File: config.mk
export PLATFORM = sky130hd
export DESIGN_NAME = hall_emulator
export DESIGN_NICKNAME = d
export VERILOG_FILES = /design/src/rtl/hall_emulator.sv
export SDC_FILE = /design/constraint.sdc
export NUM_CORES = 1
export LEC_CHECK = 0
export ABC_AREA = 1
export CORE_MARGIN = 2
export CORE_UTILIZATION = 57
export CTS_CLUSTER_DIAMETER = 100
export DETAILED_ROUTE_END_ITERATION = 7
export PLACE_DENSITY = 0.79
export SLEW_MARGIN = 0
export SYNTH_ARGS = -nofsm -noshare
export SYNTH_HDL_FRONTEND = slang
export SYNTH_SLANG_ARGS = --single-unit
File: constraint.sdc
create_clock -name clk -period 4.2 [get_ports clk]
set_clock_uncertainty 0.1 [all_clocks]
set_input_delay 0.84 -clock clk [delete_from_list [all_inputs] [get_ports clk]]
set_output_delay 0.84 -clock clk [all_outputs]
set_load 0.1 [all_outputs]
File: src/rtl/hall_emulator.sv
`default_nettype none
// ============================================================================
// hall_emulator - emulated 3-bit hall sensor stepping at a programmable period;
// optional ramp from START_PERIOD to target when HALL_RAMP_EN is defined. Rev 1.0
// ============================================================================
module hall_emulator #(
    parameter logic [15:0] START_PERIOD = 16'd4000,
    parameter logic [15:0] RAMP_DEC     = 16'd100
) (
    input  logic        clk,
    input  logic        reset,
    input  logic        enable,
    input  logic        direction,
    input  logic [15:0] period_set,
    output logic [2:0]  hall_signal,
    output logic        step_strobe,
    output logic        at_speed,
    output logic [1:0]  state_out
);

    typedef enum logic [1:0] {
        IDLE = 2'b00,
        RAMP = 2'b01,
        RUN  = 2'b10
    } state_t;

`ifdef HALL_RAMP_EN
    localparam logic [15:0] STEP_LIMIT = RAMP_DEC;
`else
    // an all-ones limit makes every boundary land exactly on the target
    localparam logic [15:0] STEP_LIMIT = 16'hFFFF | RAMP_DEC;
`endif

    state_t      state, state_nx;
    logic [2:0]  idx, idx_nx, idx_step;
    logic [15:0] cnt, cnt_nx;
    logic [15:0] cur_period, cur_nx;
    logic        strobe, strobe_nx;
    logic [15:0] target, diff, ramped;
    logic        terminal;

    assign target   = (period_set < 16'd2) ? 16'd2 : period_set;
    assign terminal = (cnt >= cur_period - 16'd1);
    assign idx_step = direction ? ((idx == 3'd0) ? 3'd5 : idx - 3'd1)
                                : ((idx == 3'd5) ? 3'd0 : idx + 3'd1);

    // next period: move toward target by at most STEP_LIMIT, never overshooting
    always_comb begin
        if (cur_period > target) begin
            diff   = cur_period - target;
            ramped = cur_period - ((diff > STEP_LIMIT) ? STEP_LIMIT : diff);
        end else begin
            diff   = target - cur_period;
            ramped = cur_period + ((diff > STEP_LIMIT) ? STEP_LIMIT : diff);
        end
    end

    always_ff @(posedge clk or negedge reset) begin
        if (!reset) begin
            state      <= IDLE;
            idx        <= 3'd0;
            cnt        <= 16'd0;
            cur_period <= START_PERIOD;
            strobe     <= 1'b0;
        end else begin
            state      <= state_nx;
            idx        <= idx_nx;
            cnt        <= cnt_nx;
            cur_period <= cur_nx;
            strobe     <= strobe_nx;
        end
    end

    always_comb begin
        state_nx  = state;
        idx_nx    = idx;
        cnt_nx    = cnt;
        cur_nx    = cur_period;
        strobe_nx = 1'b0;
        case (state)
            IDLE: begin
                cnt_nx = 16'd0;
                if (enable) begin
`ifdef HALL_RAMP_EN
                    state_nx = RAMP;
                    cur_nx   = START_PERIOD;
`else
                    state_nx = RUN;
                    cur_nx   = target;
`endif
                end
            end
            RAMP: begin
                if (!enable) begin
                    state_nx = IDLE;
                    cnt_nx   = 16'd0;
                end else if (terminal) begin
                    idx_nx    = idx_step;
                    strobe_nx = 1'b1;
                    cnt_nx    = 16'd0;
                    cur_nx    = ramped;
                    if (ramped == target) begin
                        state_nx = RUN;
                    end
                end else begin
                    cnt_nx = cnt + 16'd1;
                end
            end
            RUN: begin
                if (!enable) begin
                    state_nx = IDLE;
                    cnt_nx   = 16'd0;
                end else begin
                    if (terminal) begin
                        idx_nx    = idx_step;
                        strobe_nx = 1'b1;
                        cnt_nx    = 16'd0;
`ifndef HALL_RAMP_EN
                        cur_nx    = ramped;
`endif
                    end else begin
                        cnt_nx = cnt + 16'd1;
                    end
`ifdef HALL_RAMP_EN
                    if (target != cur_period) begin
                        state_nx = RAMP;
                    end
`endif
                end
            end
            default: begin
                state_nx = IDLE;
                cnt_nx   = 16'd0;
            end
        endcase
    end

    always_comb begin
        case (idx)
            3'd0:    hall_signal = 3'b001;
            3'd1:    hall_signal = 3'b011;
            3'd2:    hall_signal = 3'b010;
            3'd3:    hall_signal = 3'b110;
            3'd4:    hall_signal = 3'b100;
            3'd5:    hall_signal = 3'b101;
            default: hall_signal = 3'b001;
        endcase
    end

`ifdef HALL_RAMP_EN
    assign at_speed = (state == RUN) && (cur_period == target);
`else
    assign at_speed = (state == RUN);
`endif

    assign step_strobe = strobe;
    assign state_out   = state;

endmodule
`default_nettype wire

==> results.json <==
{
  "final_util": 0.8659,
  "slew-limit-headroom": 0.3490,
  "cpMaxStageDelayCell": "a21oi_1",
  "async_flop_share": 1.000,
  "io_buffers": 25,
  "crit_arrival_ns": 4.91,
  "worstSetupStartpointType": "input port",
  "period_share": 1.143,
  "clock_latency_ns": 0.31,
  "diodes": 0,
  "grt_max_degree": 38,
  "grt_pass1_wl_mm": 29.58,
  "cts_made_buffers": 5,
  "n_fill_cell": 518,
  "drc_errors": 1,
  "clkSlewWorstSetupHoldPaths_ns": 0.10,
  "dp_hpwl_mm": 13.93,
  "wirelength_mm": 21.89,
  "met2_usage": 0.6179,
  "ios": 27,
  "cts-root-buf": "clkbuf_8",
  "syn_nets": 941,
  "die_h_um": 102.3,
  "required_ns": 4.31,
  "die-area_um2": 10470,
  "nets": 1148,
  "grt.met3_usage": 0.04378,
  "cts_hold_buf": 0,
  "row_count": 35,
  "max_freq_mhz": 208.4,
  "layout_setup_ws_ns": -0.5991,
  "synthTopCellsByArea": "ha_1, dfrtp_1, nand2_1",
  "grt_pass1_vias": 6404,
  "setup_viol": 10,
  "yosysWarningCount": 0,
  "syn_to_final_growth_pct": 46.64,
  "syn_area_per_cell_um2": 6.518,
  "grt_use_total": 0.3589,
  "syn-cell-area_um2": 5508,
  "drtIter0Drc": 774,
  "vias_per_cell": 5.938,
  "grtUsageMet1": 0.4472,
  "synth.yosys.seq_area_share": 0.1695,
  "busiest_layer": "met2",
  "worst-slew-pin-transition_ns": 0.9734,
  "synth_edf_count": 0,
  "vias": 7019,
  "cts.sinks": 37,
  "cp_common_cell": "nand2_1",
  "overflow": 0,
  "dp_slack_ns": -1.281,
  "synth_cell_types": 48,
  "cp-end-kind": "flip-flop",
  "cp_slowest_stage_delay_ns": 0.32,
  "rsz0062_at_grt": "true",
  "status": "finished, violations left",
  "dr.pass1.iters": 8,
  "layout_min_cycle_time_ns": 4.799,
  "cap_viol_max_count": 0,
  "critPathKind": "input port to flip-flop",
  "cts_tree": "done",
  "drive_above_1_share": 0.3751,
  "violations": "DRC, setup timing",
  "start_util": 0.5905,
  "globalplace.congestion": 0.9558,
  "core_um2": 9328,
  "yosysTopAreaCell": "ha_1",
  "ant_nets": 0,
  "die_x_um": 102.3,
  "yosys.area.top_type_share": 0.1681,
  "netlist_instances": 845,
  "ys_seq_elements": 37,
  "clockBufferDepth": 2,
  "fin_tns_setup_ns": -3.953,
  "drv_slew": 0,
  "synth-main-ff-cell": "dfrtp_1",
  "antenna_found_initial": 0,
  "critPathMaxFanout": 3,
  "wl_per_cell_um": 18.52,
  "cts_max_level": 2,
  "holdCritPathClass": "flip-flop to flip-flop",
  "finalHoldViolCount": 0
}
[worst max-delay path: cells and delay by family]
| kind | cells | cell delay, ns |
|---|---|---|
| XOR/XNOR | 2 | 0.31 |
| adder cells (fa/ha/maj) | 2 | 0.45 |
| buffers and inverters | 9 | 0.91 |
| AND/OR/NAND/NOR | 11 | 0.91 |
| AO/OA/AOI/OAI | 7 | 1.48 |
[final timing paths]
check,startpoint,to,slack [ns],depth (start not counted)
min,cnt[0],cnt[0],0.41,1
min in group asynchronous,reset,cnt[0],0.57,1
min reg2reg,cnt[0],cnt[0],0.41,1
max reg2reg,cur_period[8],cur_period[15],-0.40,28
max in group asynchronous,reset,idx[2],2.84,1
max,period_set[8],cur_period[15],-0.60,31
[cells in the final DEF, fill, tap and decap left out, drive strengths merged, types with 2 or more instances in the layout]
cell           instances
buf                  224
nand2                191
inv                  131
nor2                  96
ha                    74
o21ai                 64
a21oi                 58
xor2                  38
nand3                 36
dfrtp                 31
nor3                  20
o211ai                 7
nor4                   7
a211oi                 7
xnor2                  6
clkbuf                 6
dfstp                  6
a31oi                  6
o22ai                  6
a21o                   5
clkdlybuf4s50          5
nand4                  5
nand3b                 4
o21bai                 4
o21a                   2
a221oi                 2
fa                     2
[cell type report]
class | instances | area (um2) | share of cell area
repair buffers | 230 | 1779 | 0.2203
flip-flops and latches | 37 | 933.4 | 0.1156
inverters | 132 | 510.5 | 0.06321
multi-input cells | 646 | 4572 | 0.5661
clock inverters | 2 | 37.54 | 0.004648
clock buffers | 6 | 82.58 | 0.01022
well taps | 129 | 161.4 | 0.01998
[state kept, by name, summed over array words and instances, names as in the netlist]
| name | cells |
|---|---|
| cnt | 16 |
| cur_period | 16 |
| idx | 3 |
| state_out | 1 |
| step_strobe | 1 |
[metrics by stage]
| stage | instance area [um2] | hold WS, ns | std cells |
|---|---|---|---|
| after floorplan | 5640 | 0.3536 | 845 |
| after global placement | 7241 | 0.3816 | 1150 |
| after detailed placement | 7241 | 0.3997 | 1150 |
| after CTS | 7650 | 0.4116 | 1170 |
| after global routing | 8077 | 0.4461 | 1182 |
| final | 8077 | 0.4076 | 1182 |
[per-layer routing]
layer	share of wire	vias to the layer above
li1	-	3145
met3	0.087	165
met2	0.47	496
met1	0.38	3213
met4	0.065	0
met5	0	-
[cell usage after synthesis (8+ instances only)]
library cell	count
a21oi_1	57
buf_2	9
clkbuf_1	16
dfrtp_1	31
ha_1	74
inv_1	126
nand2_1	178
nand2_2	12
nand3_1	27
nand3_2	8
nor2_1	84
nor3_1	18
o21ai_0	52
o21ai_1	11
xor2_1	38
[logic make-up (layout without fill, tap and decap cells)]
| kind of cell | count (synthesis) | count (layout) | share of synthesized area |
|---|---|---|---|
| AO/OA/AOI/OAI | 165 | 165 | 0.1695 |
| XOR/XNOR | 44 | 44 | 0.06997 |
| adder cells (fa/ha/maj) | 76 | 76 | 0.1754 |
| buffers and inverters | 162 | 370 | 0.1165 |
| flip-flops | 37 | 37 | 0.1695 |
| other | 1 | 1 | 0.0006809 |
| AND/OR/NAND/NOR | 360 | 360 | 0.2985 |
[timing repair]
item,4_1_cts,5_1_grt
endpoints found under the hold margin,0,0
pin swaps,59,60
setup buffers,13,13
setup endpoints to repair,13,18
gates resized for setup,134,78
Power is left out: the tool's default activity adds up to more than one toggle a clock period on the data nets, which glitch-free logic cannot reach.
